===== config.mk =====
export PLATFORM = sky130hd
export DESIGN_NAME = mini_mips_flat
export DESIGN_NICKNAME = d
export VERILOG_FILES = /design/src/rtl/mini_mips_if.sv /design/src/rtl/mini_mips.sv /design/src/flat_wrapper.sv
export SDC_FILE = /design/constraint.sdc
export NUM_CORES = 1
export LEC_CHECK = 0
export CORE_UTILIZATION = 45
export CTS_CLUSTER_SIZE = 20
export DETAILED_ROUTE_END_ITERATION = 10
export MAX_ROUTING_LAYER = met4
export PLACE_DENSITY = 0.73
export SYNTH_ARGS = -nofsm -noshare
export SYNTH_HDL_FRONTEND = slang
export SYNTH_SLANG_ARGS = --single-unit

===== constraint.sdc =====
create_clock -name clk -period 4.2 [get_ports clk]
set_input_delay 0.84 -clock clk [delete_from_list [all_inputs] [get_ports clk]]
set_output_delay 0.84 -clock clk [all_outputs]
set_load 0.01 [all_outputs]

===== src/rtl/mini_mips_if.sv =====
// Byte-wide memory port between the mini_mips core (master) and memory (slave).
interface mini_mips_if;
  localparam int unsigned DW = 8;
  localparam int unsigned AW = 8;

  logic [DW-1:0] memdata;
  logic          memwrite;
  logic [AW-1:0] adr;
  logic [DW-1:0] writedata;

  modport master (input memdata, output memwrite, output adr, output writedata);
  modport slave  (output memdata, input memwrite, input adr, input writedata);
endinterface


===== src/rtl/mini_mips.sv =====
// Multicycle 8-bit MIPS-subset core: 4-cycle byte fetch, then 2-4 execute cycles.
module mini_mips (
  input  logic        clk,
  input  logic        reset,
  mini_mips_if.master bus
);
  localparam int unsigned DW   = 8;
  localparam int unsigned NREG = 8;
  localparam int unsigned RW   = 3;

  localparam logic [5:0] OP_RTYPE = 6'b000000;
  localparam logic [5:0] OP_LB    = 6'b100000;
  localparam logic [5:0] OP_SB    = 6'b101000;
  localparam logic [5:0] OP_BEQ   = 6'b000100;
  localparam logic [5:0] OP_J     = 6'b000010;
  localparam logic [5:0] OP_ADDI  = 6'b001000;

  localparam logic [5:0] FN_ADD = 6'b100000;
  localparam logic [5:0] FN_SUB = 6'b100010;
  localparam logic [5:0] FN_AND = 6'b100100;
  localparam logic [5:0] FN_OR  = 6'b100101;
  localparam logic [5:0] FN_SLT = 6'b101010;

  typedef enum logic [3:0] {
    S_FETCH1, S_FETCH2, S_FETCH3, S_FETCH4, S_DECODE, S_MEMADR,
    S_LBRD, S_LBWR, S_SBWR, S_RTEX, S_RTWR, S_ADDIWR, S_BEQEX, S_JEX
  } state_t;

  state_t        state_q, state_d;
  logic [DW-1:0] pc_q, pc_d;
  logic [31:0]   ir_q, ir_d;
  logic [DW-1:0] mdr_q, mdr_d;
  logic [DW-1:0] aluout_q, aluout_d;
  logic [DW-1:0] a_q, a_d;
  logic [DW-1:0] b_q, b_d;
  logic [DW-1:0] rf_q [NREG];

  logic          rf_we;
  logic [RW-1:0] rf_waddr;
  logic [DW-1:0] rf_wdata;
  logic [DW-1:0] adr_c;
  logic          memwrite_c;

  // Instruction fields
  logic [5:0]    opcode, funct;
  logic [RW-1:0] rs, rt, rd;
  logic [DW-1:0] imm, imm_sh;
  logic          unused_ir;
  assign opcode    = ir_q[31:26];
  assign rs        = ir_q[23:21];
  assign rt        = ir_q[18:16];
  assign rd        = ir_q[13:11];
  assign funct     = ir_q[5:0];
  assign imm       = ir_q[7:0];
  assign imm_sh    = {imm[5:0], 2'b00};
  assign unused_ir = ^{ir_q[25:24], ir_q[20:19], ir_q[15:14], ir_q[10:8]};

  // Register-file read ports; r0 is hardwired to zero
  logic [DW-1:0] rd_a, rd_b;
  assign rd_a = (rs == '0) ? '0 : rf_q[rs];
  assign rd_b = (rt == '0) ? '0 : rf_q[rt];

  // R-type ALU and funct legality
  logic [DW-1:0] alu_res;
  logic          funct_ok;
  always_comb begin
    alu_res  = '0;
    funct_ok = 1'b1;
    case (funct)
      FN_ADD:  alu_res = a_q + b_q;
      FN_SUB:  alu_res = a_q - b_q;
      FN_AND:  alu_res = a_q & b_q;
      FN_OR:   alu_res = a_q | b_q;
      FN_SLT:  alu_res = DW'(a_q < b_q);
      default: funct_ok = 1'b0;
    endcase
  end

  // Next-state, datapath-next and memory-port decode
  always_comb begin
    state_d    = state_q;
    pc_d       = pc_q;
    ir_d       = ir_q;
    mdr_d      = mdr_q;
    aluout_d   = aluout_q;
    a_d        = a_q;
    b_d        = b_q;
    rf_we      = 1'b0;
    rf_waddr   = rt;
    rf_wdata   = aluout_q;
    adr_c      = pc_q;
    memwrite_c = 1'b0;
    case (state_q)
      S_FETCH1: begin ir_d[7:0]   = bus.memdata; pc_d = pc_q + 8'd1; state_d = S_FETCH2; end
      S_FETCH2: begin ir_d[15:8]  = bus.memdata; pc_d = pc_q + 8'd1; state_d = S_FETCH3; end
      S_FETCH3: begin ir_d[23:16] = bus.memdata; pc_d = pc_q + 8'd1; state_d = S_FETCH4; end
      S_FETCH4: begin ir_d[31:24] = bus.memdata; pc_d = pc_q + 8'd1; state_d = S_DECODE; end
      S_DECODE: begin
        a_d      = rd_a;
        b_d      = rd_b;
        aluout_d = pc_q + imm_sh;
        case (opcode)
          OP_LB, OP_SB, OP_ADDI: state_d = S_MEMADR;
          OP_RTYPE:              state_d = funct_ok ? S_RTEX : S_FETCH1;
          OP_BEQ:                state_d = S_BEQEX;
          OP_J:                  state_d = S_JEX;
          default:               state_d = S_FETCH1;
        endcase
      end
      S_MEMADR: begin
        aluout_d = a_q + imm;
        case (opcode)
          OP_LB:   state_d = S_LBRD;
          OP_SB:   state_d = S_SBWR;
          OP_ADDI: state_d = S_ADDIWR;
          default: state_d = S_FETCH1;
        endcase
      end
      S_LBRD: begin
        adr_c   = aluout_q;
        mdr_d   = bus.memdata;
        state_d = S_LBWR;
      end
      S_LBWR: begin
        rf_we    = 1'b1;
        rf_wdata = mdr_q;
        state_d  = S_FETCH1;
      end
      S_SBWR: begin
        adr_c      = aluout_q;
        memwrite_c = 1'b1;
        state_d    = S_FETCH1;
      end
      S_RTEX: begin
        aluout_d = alu_res;
        state_d  = S_RTWR;
      end
      S_RTWR: begin
        rf_we    = 1'b1;
        rf_waddr = rd;
        state_d  = S_FETCH1;
      end
      S_ADDIWR: begin
        rf_we   = 1'b1;
        state_d = S_FETCH1;
      end
      S_BEQEX: begin
        if (a_q == b_q) pc_d = aluout_q;
        state_d = S_FETCH1;
      end
      S_JEX: begin
        pc_d    = imm_sh;
        state_d = S_FETCH1;
      end
      default: state_d = S_FETCH1;
    endcase
  end

  // Control and datapath registers
  always_ff @(posedge clk or posedge reset) begin
    if (reset) begin
      state_q  <= S_FETCH1;
      pc_q     <= '0;
      ir_q     <= '0;
      mdr_q    <= '0;
      aluout_q <= '0;
      a_q      <= '0;
      b_q      <= '0;
    end else begin
      state_q  <= state_d;
      pc_q     <= pc_d;
      ir_q     <= ir_d;
      mdr_q    <= mdr_d;
      aluout_q <= aluout_d;
      a_q      <= a_d;
      b_q      <= b_d;
    end
  end

  // Register file write port; writes to r0 are dropped
  always_ff @(posedge clk or posedge reset) begin
    if (reset) begin
      for (int i = 0; i < NREG; i++) rf_q[i] <= '0;
    end else if (rf_we && (rf_waddr != '0)) begin
      rf_q[rf_waddr] <= rf_wdata;
    end
  end

  assign bus.adr       = adr_c;
  assign bus.memwrite  = memwrite_c;
  assign bus.writedata = b_q;
endmodule


===== src/flat_wrapper.sv =====
// flat-port wrapper written by rule: the top's interface ports become plain ports
module mini_mips_flat 
  (clk, reset, bus_memdata, bus_memwrite, bus_adr, bus_writedata);
  mini_mips_if bus_i ();
  input  logic clk;
  input  logic reset;
  input wire logic [$bits(bus_i.memdata)-1:0] bus_memdata;
  output wire logic [$bits(bus_i.memwrite)-1:0] bus_memwrite;
  output wire logic [$bits(bus_i.adr)-1:0] bus_adr;
  output wire logic [$bits(bus_i.writedata)-1:0] bus_writedata;
  assign bus_i.memdata = bus_memdata;
  assign bus_memwrite = bus_i.memwrite;
  assign bus_adr = bus_i.adr;
  assign bus_writedata = bus_i.writedata;
  mini_mips u_core (.clk(clk), .reset(reset), .bus(bus_i));
endmodule

# Word-level counts from Yosys, hierarchy flattened
# Cells that the tools add are included.
[word_totals] input_bits=10 ff_bits=138 wordCells=98 out_inout_bits=17
[classes] bitwise_logic=5 n_eq_ne=25 n_addsub=5 reduce_logical=15 magnitude_cmp=5 muxes=25
[ops] cell="8-bit two-way mux" n=10
[ops] cell="64-bit bitwise mux" n=1
[ops] cell="8-bit binary-select mux with 3-bit select" n=2
[ops] cell="8-bit one-hot mux with 3 select lines" n=2
[ops] cell="6-bit equality test (second input constant)" n=7
[ops] cell="8-bit one-hot mux with 5 select lines" n=1
[ops] cell="4-bit one-hot mux with 8 select lines" n=1
[ops] cell="8-bit adder" n=3
[ops] cell="8-bit demux with 3-bit select" n=1
[ops] cell="4-bit equality test (second input constant)" n=6
[ops] cell="4-bit by 3-bit equality test with 1-bit output (second input constant)" n=4
[ops] cell="4-bit one-hot mux with 4 select lines" n=1
[ops] cell="4-bit greater-or-equal comparator (second input constant)" n=3
[ops] cell="3-bit inverter with 4-bit output" n=3
[ops] cell="4-bit one-hot mux with 3 select lines" n=1
[ops] cell="3-bit nonzero test" n=3
[ops] cell="8-bit by 1-bit adder with 8-bit output (second input constant)" n=1
[ops] cell="8-bit bitwise AND" n=1
[ops] cell="4-bit by 2-bit equality test with 1-bit output (second input constant)" n=2
[ops] cell="8-bit equality test" n=1
[ops] cell="8-bit < comparator" n=1
[ops] cell="8-bit bitwise OR" n=1
[ops] cell="8-bit subtractor" n=1
[ops] cell="6-bit by 2-bit equality test with 1-bit output (second input constant)" n=1
[ops] cell="other kinds (17)" n=22

# Depth between registers and ports, before layout
# Gate-level depths: netlist of run 1.
[logic_depth] ltp_word=8 mapped_depth=10 mapped_depth_nobuf=10

# Worst setup path after synthesis of run 1
# Ideal clock, no wire load.
[synth_path] path_kind="register to output" startpoint="reg u_core.state_q[2]" endpoint="out bus_adr[0]" setup_slack_ps=1748 t_required_ps=3360 path_stages_with_launch=6 arrival_time_ps=1612 n_path_buf=1 path_cell_list="dfrtp_1 > buf_4 > nand2b_1 > nor2_2 > nor2_1 > mux2_2"
[synth_between] elab_chain_len=3 elab_cells_between_ends=4 cone_classes="2 x eq/ne; 1 x mux; 1 x reduce/logical"
[synth_lines] element="start: declaration" line_no="mini_mips.sv:29" text="state_t state_q, state_d;"
[synth_lines] element="start signal: assignment" line_no="mini_mips.sv:170" text="state_q <= state_d;"
[synth_lines] element="4-bit by 3-bit equality test with 1-bit output or 4-bit equality test (tied branches)" line_no="mini_mips.sv:93" text="case (state_q)"
[synth_lines] element="2-bit OR reduction (no source line) *"
[synth_lines] element="8-bit two-way mux *" line_no="mini_mips.sv:93"
[synth_lines] element="end: declaration" line_no="flat_wrapper.sv:9" text="output wire logic [$bits(bus_i.adr)-1:0] bus_adr;"
# Every way passes the cells marked *; elsewhere a longest branch is shown, timed or not.

# Final worst setup path of run 1
[layout_path] startpoint="reg u_core.state_q[0]" endpoint="out bus_adr[1]"
# The elaborated chain is that of the path after synthesis.

==> results of run 1 <==
## worst reg2reg max path, stage by stage (launching register included)
cell and delay, ns:
dfrtp_1 0.81, clkinv_1 0.52, fa_1 0.58, nor2b_1 0.12, o21ai_0 0.07, nand2b_1 0.09, xor2_1 0.07, a21o_1 0.17
o32a_1 0.33
## cells in the mapped netlist (3+ instances only)
| cell type | n |
|---|---|
| nand2_1 | 47 |
| fa_1 | 4 |
| a21oi_1 | 47 |
| nor3_1 | 11 |
| nor2_1 | 47 |
| mux2_1 | 3 |
| o22ai_1 | 5 |
| ha_1 | 38 |
| nor2b_1 | 11 |
| nand3_1 | 12 |
| a221oi_1 | 4 |
| o211ai_1 | 3 |
| nor3b_4 | 3 |
| dfrtp_1 | 123 |
| xor2_1 | 4 |
| o21bai_1 | 3 |
| nand4_1 | 3 |
| mux2i_1 | 11 |
| xnor2_1 | 9 |
| mux2_2 | 113 |
| nand2b_1 | 11 |
| a22oi_1 | 19 |
| a31oi_1 | 4 |
| a211oi_1 | 11 |
| or3_1 | 3 |
| a21o_1 | 11 |
| clkbuf_1 | 21 |
| buf_1 | 6 |
| buf_2 | 5 |
| o32ai_1 | 3 |
| inv_1 | 28 |
| mux4_2 | 16 |
| o21ai_0 | 47 |
| nor4_1 | 4 |
## path summary, 6_finish.rpt
check | slack [ns] | endpoint | start
max reg2reg | 1.33 | u_core.aluout_q[6]$_DFFE_PP0P_ | u_core.ir_q[1]$_DFFE_PP0P_
max | 0.39 | bus_adr[1] | u_core.state_q[0]$_DFF_PP0_
max in group asynchronous | 2.60 | u_core.aluout_q[7]$_DFFE_PP0P_ | reset
min reg2reg | 0.50 | u_core.mdr_q[1]$_DFFE_PP0P_ | u_core.mdr_q[1]$_DFFE_PP0P_
min in group asynchronous | 0.78 | u_core.bus.writedata[7]$_DFFE_PP0P_ | reset
min | 0.50 | u_core.mdr_q[1]$_DFFE_PP0P_ | u_core.mdr_q[1]$_DFFE_PP0P_
## layout make-up
| type | count | area, sq um |
|---|---|---|
| fill | 1465 | 7890 |
| timing repair buffer | 33 | 325 |
| sequential | 123 | 3080 |
| inverter | 29 | 111 |
| multi-input combinational | 546 | 4480 |
| tap | 220 | 275 |
| clock inverter | 8 | 109 |
| clock buffer | 24 | 492 |
## power by group through the flow
stage          sequential [uW]  combinational (uW)  clock, uW
2_1_floorplan             1970                2480          0
3_3_place_gp              2330                2980          0
3_5_place_dp              2340                3030          0
4_1_cts                   2330                3070       1500
5_1_grt                   2420                3360       1560
6_report                  2350                3080       1490
## routing by layer
layer / GRT usage, % / vias to the layer above
met5: - / -
met4: 9.09 / 0
met3: 4.49 / 39
met2: 37.0 / 197
met1: 32.7 / 2899
li1: - / 2742
## sequential cells by signal, summed over array words and instances, names as in the netlist
name,flops
u_core.rf_q,56
u_core.ir_q,23
u_core.a_q,8
u_core.aluout_q,8
u_core.bus.writedata,8
u_core.mdr_q,8
u_core.pc_q,8
u_core.state_q,4
## logic make-up (layout without fill, tap and decap cells)
group           count (synthesis)  in the layout  share of synthesized area (%)
compound gates                177            177                           14.4
xor+xnor                       13             13                           1.46
fa+ha+maj                      42             42                           7.12
buf+inv                        62             94                           3.11
flops                         123            123                           39.4
mux                           145            145                           23.3
simple gates                  169            169                           11.1
## through the flow
stage                     hold slack (ns)  utilization [%]
final                               0.502             52.9
after global routing                0.519             52.9
after CTS                           0.505             52.9
after detailed placement            0.492             49.4
after global placement              0.484             49.4
after floorplan                     0.469                -
==> impl_metrics.sql, run 1 <==
INSERT INTO impl_metrics (metric_group, metric, value, unit) VALUES
('timing', 'setup_slack', '0.391', 'ns'),
('cells_and_area', 'layout_commonest_cell', 'dfrtp_1', ''),
('detailed_routing', 'drt_first_pass_iters', '5', ''),
('logic_synthesis', 'synth_fp_nets', '783', ''),
('logic_synthesis', 'netlist_top_cells_area', 'dfrtp_1, mux2_2, ha_1, mux4_2, a21oi_1', ''),
('timing', 'rsz0062_at_grt', 'no', ''),
('detailed_routing', 'top_layer_used', 'met4', ''),
('worst_setup_path', 'timing_worst_setup_path_type', 'reg2out', ''),
('clocking', 'path_clk_slew', '0.06', 'ns'),
('timing', 'min_period', '3.81', 'ns'),
('timing', 'timing_hold_violations_final', '0', ''),
('worst_setup_path', 'cpLargestDelayFamily', 'simple AND/OR/NAND/NOR gates', ''),
('die', 'rows', '47', ''),
('timing', 'timing.slew.headroom', '30.7', '%'),
('logic_synthesis', 'synth_sequential_area_ratio', '39.4', '%'),
('power_and_ir_drop', 'power_switching_share', '40.8', '%'),
('die', 'start_util', '46.6', '%'),
('detailed_routing', 'detail_route.wirelength.met1', '9.03', 'mm'),
('die', 'die_height', '134', 'microns'),
('worst_setup_path', 'path_depth', '6', ''),
('worst_setup_path', 'critical_path.endpoint_type', 'output pin', ''),
('logic_synthesis', 'yosys.cell_types.count', '66', ''),
('clocking', 'post_cts.resized_instances', '0', ''),
('detailed_routing', 'routed_via_density', '5.98', ''),
('power_and_ir_drop', 'powerDensity', '780', 'nW/um^2'),
('global_routing', 'grt_max_degree', '59', ''),
('global_routing', 'grt_usage', '24.5', '%'),
('clocking', 'cts.repair_timing.setup_buffer_count', '0', ''),
('power_and_ir_drop', 'p_sw', '2820', 'uW'),
('logic_synthesis', 'synthDominantCellAreaShare', '39.4', '%'),
('timing', 'setup_violations', '0', ''),
('global_routing', 'grt_remaining_overflow', '0', ''),
('logic_synthesis', 'synth-warning-count', '0', ''),
('clocking', 'ctsRootBufferMaster', 'clkbuf_16', ''),
('logic_synthesis', 'async_reset_ff_share', '100', '%'),
('worst_setup_path', 'worst_path_max_delay_cell', 'nor2_1', ''),
('power_and_ir_drop', 'power_consumption', '6920', 'uW'),
('detailed_routing', 'vias', '5877', ''),
('flow_run', 'maxCapViolCount', '0', ''),
('worst_setup_path', 'cp_cell_sequence', 'buf_4, nand2b_1, nor2_2, nor2_1, mux2_2, clkdlybuf4s50_1', ''),
('timing', 'layout_worst_path_cycle_share', '90.7', '%'),
('timing', 'timing.setup.tns', '0', 'ns'),
('detailed_routing', 'met2WireLength', '9.29', 'mm'),
('timing', 'timing.fmax', '263', 'MHz'),
('placement', 'dp.cells', '951', ''),
('worst_setup_path', 'timing.critical_path.arrival', '2.97', 'ns'),
('run_status', 'run_status', 'completed', ''),
('power_and_ir_drop', 'sequential_cell_fraction_of_total_power', '34.0', '%'),
('cells_and_area', 'layout-drive-gt1-share', '24.0', '%'),
('clocking', 'cts_htree_levels', '4', ''),
('placement', 'detailed_place.area', '8270', 'sq um'),
('placement', 'dp_worst_setup_slack', '0.852', 'ns'),
('timing', 'final-max-slew-violation-count', '0', ''),
('hold_path', 'timing.hold.worst.class', 'reg2reg', ''),
('timing', 'finalClockSkew', '0.0104', 'ns'),
('timing', 'worst_tran_pin_value', '1.04', 'ns'),
('die', 'dieArea', '17900', 'sq um'),
('logic_synthesis', 'syn_area', '7800', 'sq um'),
('logic_synthesis', 'synth_largest_area_cell', 'dfrtp_1', ''),
('detailed_routing', 'routedWlPerCell', '20.3', 'microns'),
('clocking', 'skew_pair_late_insertion_delay', '0.42', 'ns'),
('detailed_routing', 'wl_met3', '1.13', 'mm'),
('hold_path', 'number_of_instances_on_the_worst_hold_path', '1', ''),
('power_and_ir_drop', 'pwr-share-clk', '21.5', '%'),
('detailed_routing', 'routed_wl', '19.9', 'mm'),
('power_and_ir_drop', 'power.combinational.fraction', '44.5', '%'),
('cells_and_area', 'num_antenna_cells', '0', ''),
('cells_and_area', 'most-common-layout-cells', 'dfrtp_1, mux2_2', ''),
('detailed_routing', 'drcViolationCount', '0', ''),
('global_routing', 'initial_antenna_violation_count', '0', ''),
('worst_setup_path', 'crit_path_max_fanout', '22', '');
(Power assumes the default switching activity.)
==> run 2, diff against run 1 <==
--- a/config.mk
+++ b/config.mk
@@ -9,7 +9,7 @@
 export CTS_CLUSTER_SIZE = 20
 export DETAILED_ROUTE_END_ITERATION = 10
 export MAX_ROUTING_LAYER = met4
-export PLACE_DENSITY = 0.73
+export PLACE_DENSITY = 0.71
 export SYNTH_ARGS = -nofsm -noshare
 export SYNTH_HDL_FRONTEND = slang
 export SYNTH_SLANG_ARGS = --single-unit
==> constraint.sdc (replaced) <==
create_clock -name clk -period 4.7 [get_ports clk]
set_input_delay 0.94 -clock clk [delete_from_list [all_inputs] [get_ports clk]]
set_output_delay 0.94 -clock clk [all_outputs]
set_load 0.01 [all_outputs]
==> run 2 against run 1 <==
Worst setup slack better by 0.22 ns. Non-clock buffer count down 5. Clock power about the same. Core utilization up 0.14 points.
==> impl_metrics.sql, run 2 (synthesis results as in run 1) <==
INSERT INTO impl_metrics (metric_group, metric, value, unit) VALUES
('run_status', 'run_status', 'completed', ''),
('die', 'io_pins', '27', ''),
('cells_and_area', 'largest_register_ffs', '56', ''),
('detailed_routing', 'vias', '5827', ''),
('timing', 'layout_worst_path_cycle_share', '87.1', '%'),
('clocking', 'path_clk_slew', '0.05', 'ns'),
('worst_setup_path', 'cp-endpoint', 'bus_adr[5]', ''),
('power_and_ir_drop', 'pwr-share-clk', '23.3', '%'),
('timing', 'worst_tran_pin_value', '1.06', 'ns'),
('timing', 'timing.fmax', '244', 'MHz'),
('clocking', 'cts-hold-fix-buffers', '0', ''),
('detailed_routing', 'antenna_left', '0', ''),
('worst_setup_path', 'timing_worst_setup_path_type', 'reg2out', ''),
('detailed_routing', 'routed_wl', '19.7', 'mm'),
('clocking', 'cts_inserted_buffers', '17', ''),
('clocking', 'skew_pair_late_insertion_delay', '0.42', 'ns'),
('clocking', 'post_cts.resized_instances', '0', ''),
('worst_setup_path', 'rr_endpoint', 'u_core.aluout_q[6]$_DFFE_PP0P_', ''),
('detailed_routing', 'drcViolationCount', '0', ''),
('worst_setup_path', 'critical_path.endpoint_type', 'output pin', ''),
('power_and_ir_drop', 'p_sw', '2510', 'uW'),
('cells_and_area', 'nets', '797', ''),
('global_routing', 'globalRouteMet1Util', '31.8', '%'),
('die', 'core_area', '16800', 'sq um'),
('clocking', 'cts.sinks', '123', ''),
('placement', 'place_hpwl', '13.7', 'mm'),
('detailed_routing', 'dr_iter_0_viols', '440', ''),
('power_and_ir_drop', 'power_switching_share', '39.9', '%'),
('global_routing', 'grt_util_met3', '4.49', '%'),
('timing', 'final-max-slew-violation-count', '0', ''),
('worst_setup_path', 'regToRegStartpoint', 'u_core.ir_q[0]$_DFFE_PP0P_', ''),
('detailed_routing', 'drt_first_pass_iters', '5', ''),
('power_and_ir_drop', 'sequential_cell_fraction_of_total_power', '34.5', '%'),
('global_routing', 'grt_pass1_vias', '5730', ''),
('timing', 'setup_slack', '0.607', 'ns'),
('global_routing', 'global_routing_usage_on_met2', '37.3', '%'),
('timing', 'rsz0062_at_grt', 'no', ''),
('die', 'die_height', '134', 'microns'),
('worst_setup_path', 'crit_path_max_fanout', '22', ''),
('worst_setup_path', 'regToRegSetupSlack', '1.73', 'ns'),
('clocking', 'clock_tree.buffer_depth', '2', ''),
('power_and_ir_drop', 'power.combinational.fraction', '42.2', '%'),
('power_and_ir_drop', 'power.ir.vdd_worst', '0.336', 'mV'),
('placement', 'weighted_congestion_reported_at_the_end_of_routability_driven_placement', '0.908', ''),
('cells_and_area', 'reg.largest.list', 'u_core.rf_q (56), u_core.ir_q (23)', ''),
('cells_and_area', 'register_containing_the_most_flip_flops_in_the_final_layout', 'u_core.rf_q', ''),
('die', 'dieArea', '17900', 'sq um'),
('timing', 'timing.slew.headroom', '29.0', '%'),
('power_and_ir_drop', 'total_leakage_power', '0.00383', 'uW'),
('clocking', 'cts_tree', 'built', ''),
('power_and_ir_drop', 'power_consumption', '6290', 'uW'),
('global_routing', 'grt_remaining_overflow', '0', ''),
('timing', 'timing_hold_violations_final', '0', ''),
('placement', 'dp_worst_setup_slack', '1.07', 'ns'),
('cells_and_area', 'layout-drive-gt1-share', '23.6', '%'),
('worst_setup_path', 'critical_path.startpoint_type', 'flop', ''),
('die', 'die_x', '134', 'microns'),
('clocking', 'ctsRootBufferMaster', 'clkbuf_16', ''),
('die', 'start_util', '46.6', '%'),
('cells_and_area', 'layout_commonest_cell', 'dfrtp_1', ''),
('cells_and_area', 'num_antenna_cells', '0', ''),
('hold_path', 'timing.hold.worst.class', 'reg2reg', ''),
('timing', 'setup_violations', '0', ''),
('timing', 'timing.setup.tns', '0', 'ns'),
('placement', 'placement.io_buffers', '26', ''),
('worst_setup_path', 'critical_path_source', 'u_core.state_q[0]$_DFF_PP0_', ''),
('timing', 'finalClockSkew', '0.00682', 'ns'),
('power_and_ir_drop', 'powerDensity', '707', 'nW/um^2'),
('detailed_routing', 'routed_via_density', '5.96', ''),
('cells_and_area', 'finish.utilization', '53.1', '%'),
('die', 'rows', '47', ''),
('global_routing', 'global_route_wire_length_before_repair', '31.8', 'mm'),
('detailed_routing', 'routedWlPerCell', '20.1', 'microns'),
('worst_setup_path', 'timing.critical_path.required', '3.76', 'ns'),
('worst_setup_path', 'rr_worst_depth', '8', ''),
('power_and_ir_drop', 'intPower', '3780', 'uW'),
('timing', 'min_period', '4.09', 'ns'),
('cells_and_area', 'most-common-layout-cells', 'dfrtp_1, mux2_2', ''),
('worst_setup_path', 'timing.critical_path.arrival', '3.15', 'ns'),
('global_routing', 'grt_usage', '24.4', '%'),
('global_routing', 'grt_busiest_layer', 'met2', ''),
('flow_run', 'maxCapViolCount', '0', ''),
('cells_and_area', 'flow.area_growth_from_synthesis', '14.0', '%'),
('clocking', 'cts_htree_levels', '4', ''),
('global_routing', 'grt_max_degree', '64', ''),
('global_routing', 'initial_antenna_violation_count', '0', ''),
('clocking', 'cts.repair_timing.setup_buffer_count', '0', '');
==> run 2: through the flow <==
step / hold slack, ns / instance area (sq um) / cells
3_5_place_dp: 0.492 / 8240 / 946
2_1_floorplan: 0.469 / 7800 / 731
5_1_grt: 0.529 / 8900 / 978
4_1_cts: 0.508 / 8900 / 978
3_3_place_gp: 0.484 / 8240 / 946
6_report: 0.503 / 8900 / 978
==> run 2: layout make-up <==
class                           count  area, sq um
Clock buffer                       22          474
Clock inverter                     10          188
Fill cell                        1464         7860
Inverter                           29          111
Multi-Input combinational cell    546         4480
Sequential cell                   123         3080
Tap cell                          220          275
Timing Repair Buffer               28          288
==> run 2: worst min path at each step <==
stage | startpoint | end | slack, ns | depth (start not counted)
floorplan | u_core.rf_q[16]$_DFFE_PP0P_ | u_core.rf_q[16]$_DFFE_PP0P_ | 0.47 | 1
global placement | u_core.rf_q[17]$_DFFE_PP0P_ | u_core.rf_q[17]$_DFFE_PP0P_ | 0.48 | 1
detailed placement | u_core.rf_q[17]$_DFFE_PP0P_ | u_core.rf_q[17]$_DFFE_PP0P_ | 0.49 | 1
CTS | u_core.mdr_q[1]$_DFFE_PP0P_ | u_core.mdr_q[1]$_DFFE_PP0P_ | 0.51 | 1
global route | u_core.mdr_q[3]$_DFFE_PP0P_ | u_core.mdr_q[3]$_DFFE_PP0P_ | 0.53 | 1
finish | u_core.rf_q[17]$_DFFE_PP0P_ | u_core.rf_q[17]$_DFFE_PP0P_ | 0.50 | 1
==> run 2: worst max-delay path, stage by stage (launching register included) <==
cell and delay [ns]:
dfrtp_1 0.79, nand2b_1 0.33, nor2_2 0.17, nor2_1 0.55, mux2_2 0.41, clkdlybuf4s50_1 0.47
==> run 2: power groups by stage <==
stage               registers, uW  logic, uW  clock network (uW)
floorplan                    1760       2210                   0
global placement             2150       2570                   0
detailed placement           2170       2610                   0
CTS                          2160       2640                1480
global route                 2250       2900                1530
finish                       2170       2660                1460
==> run 2: per-layer routing <==
metal	part of all wire [%]	vias to the layer above
li1	-	2728
met1	46	2899
met3	4.2	38
met4	3.2	0
met5	0	-
met2	47	162
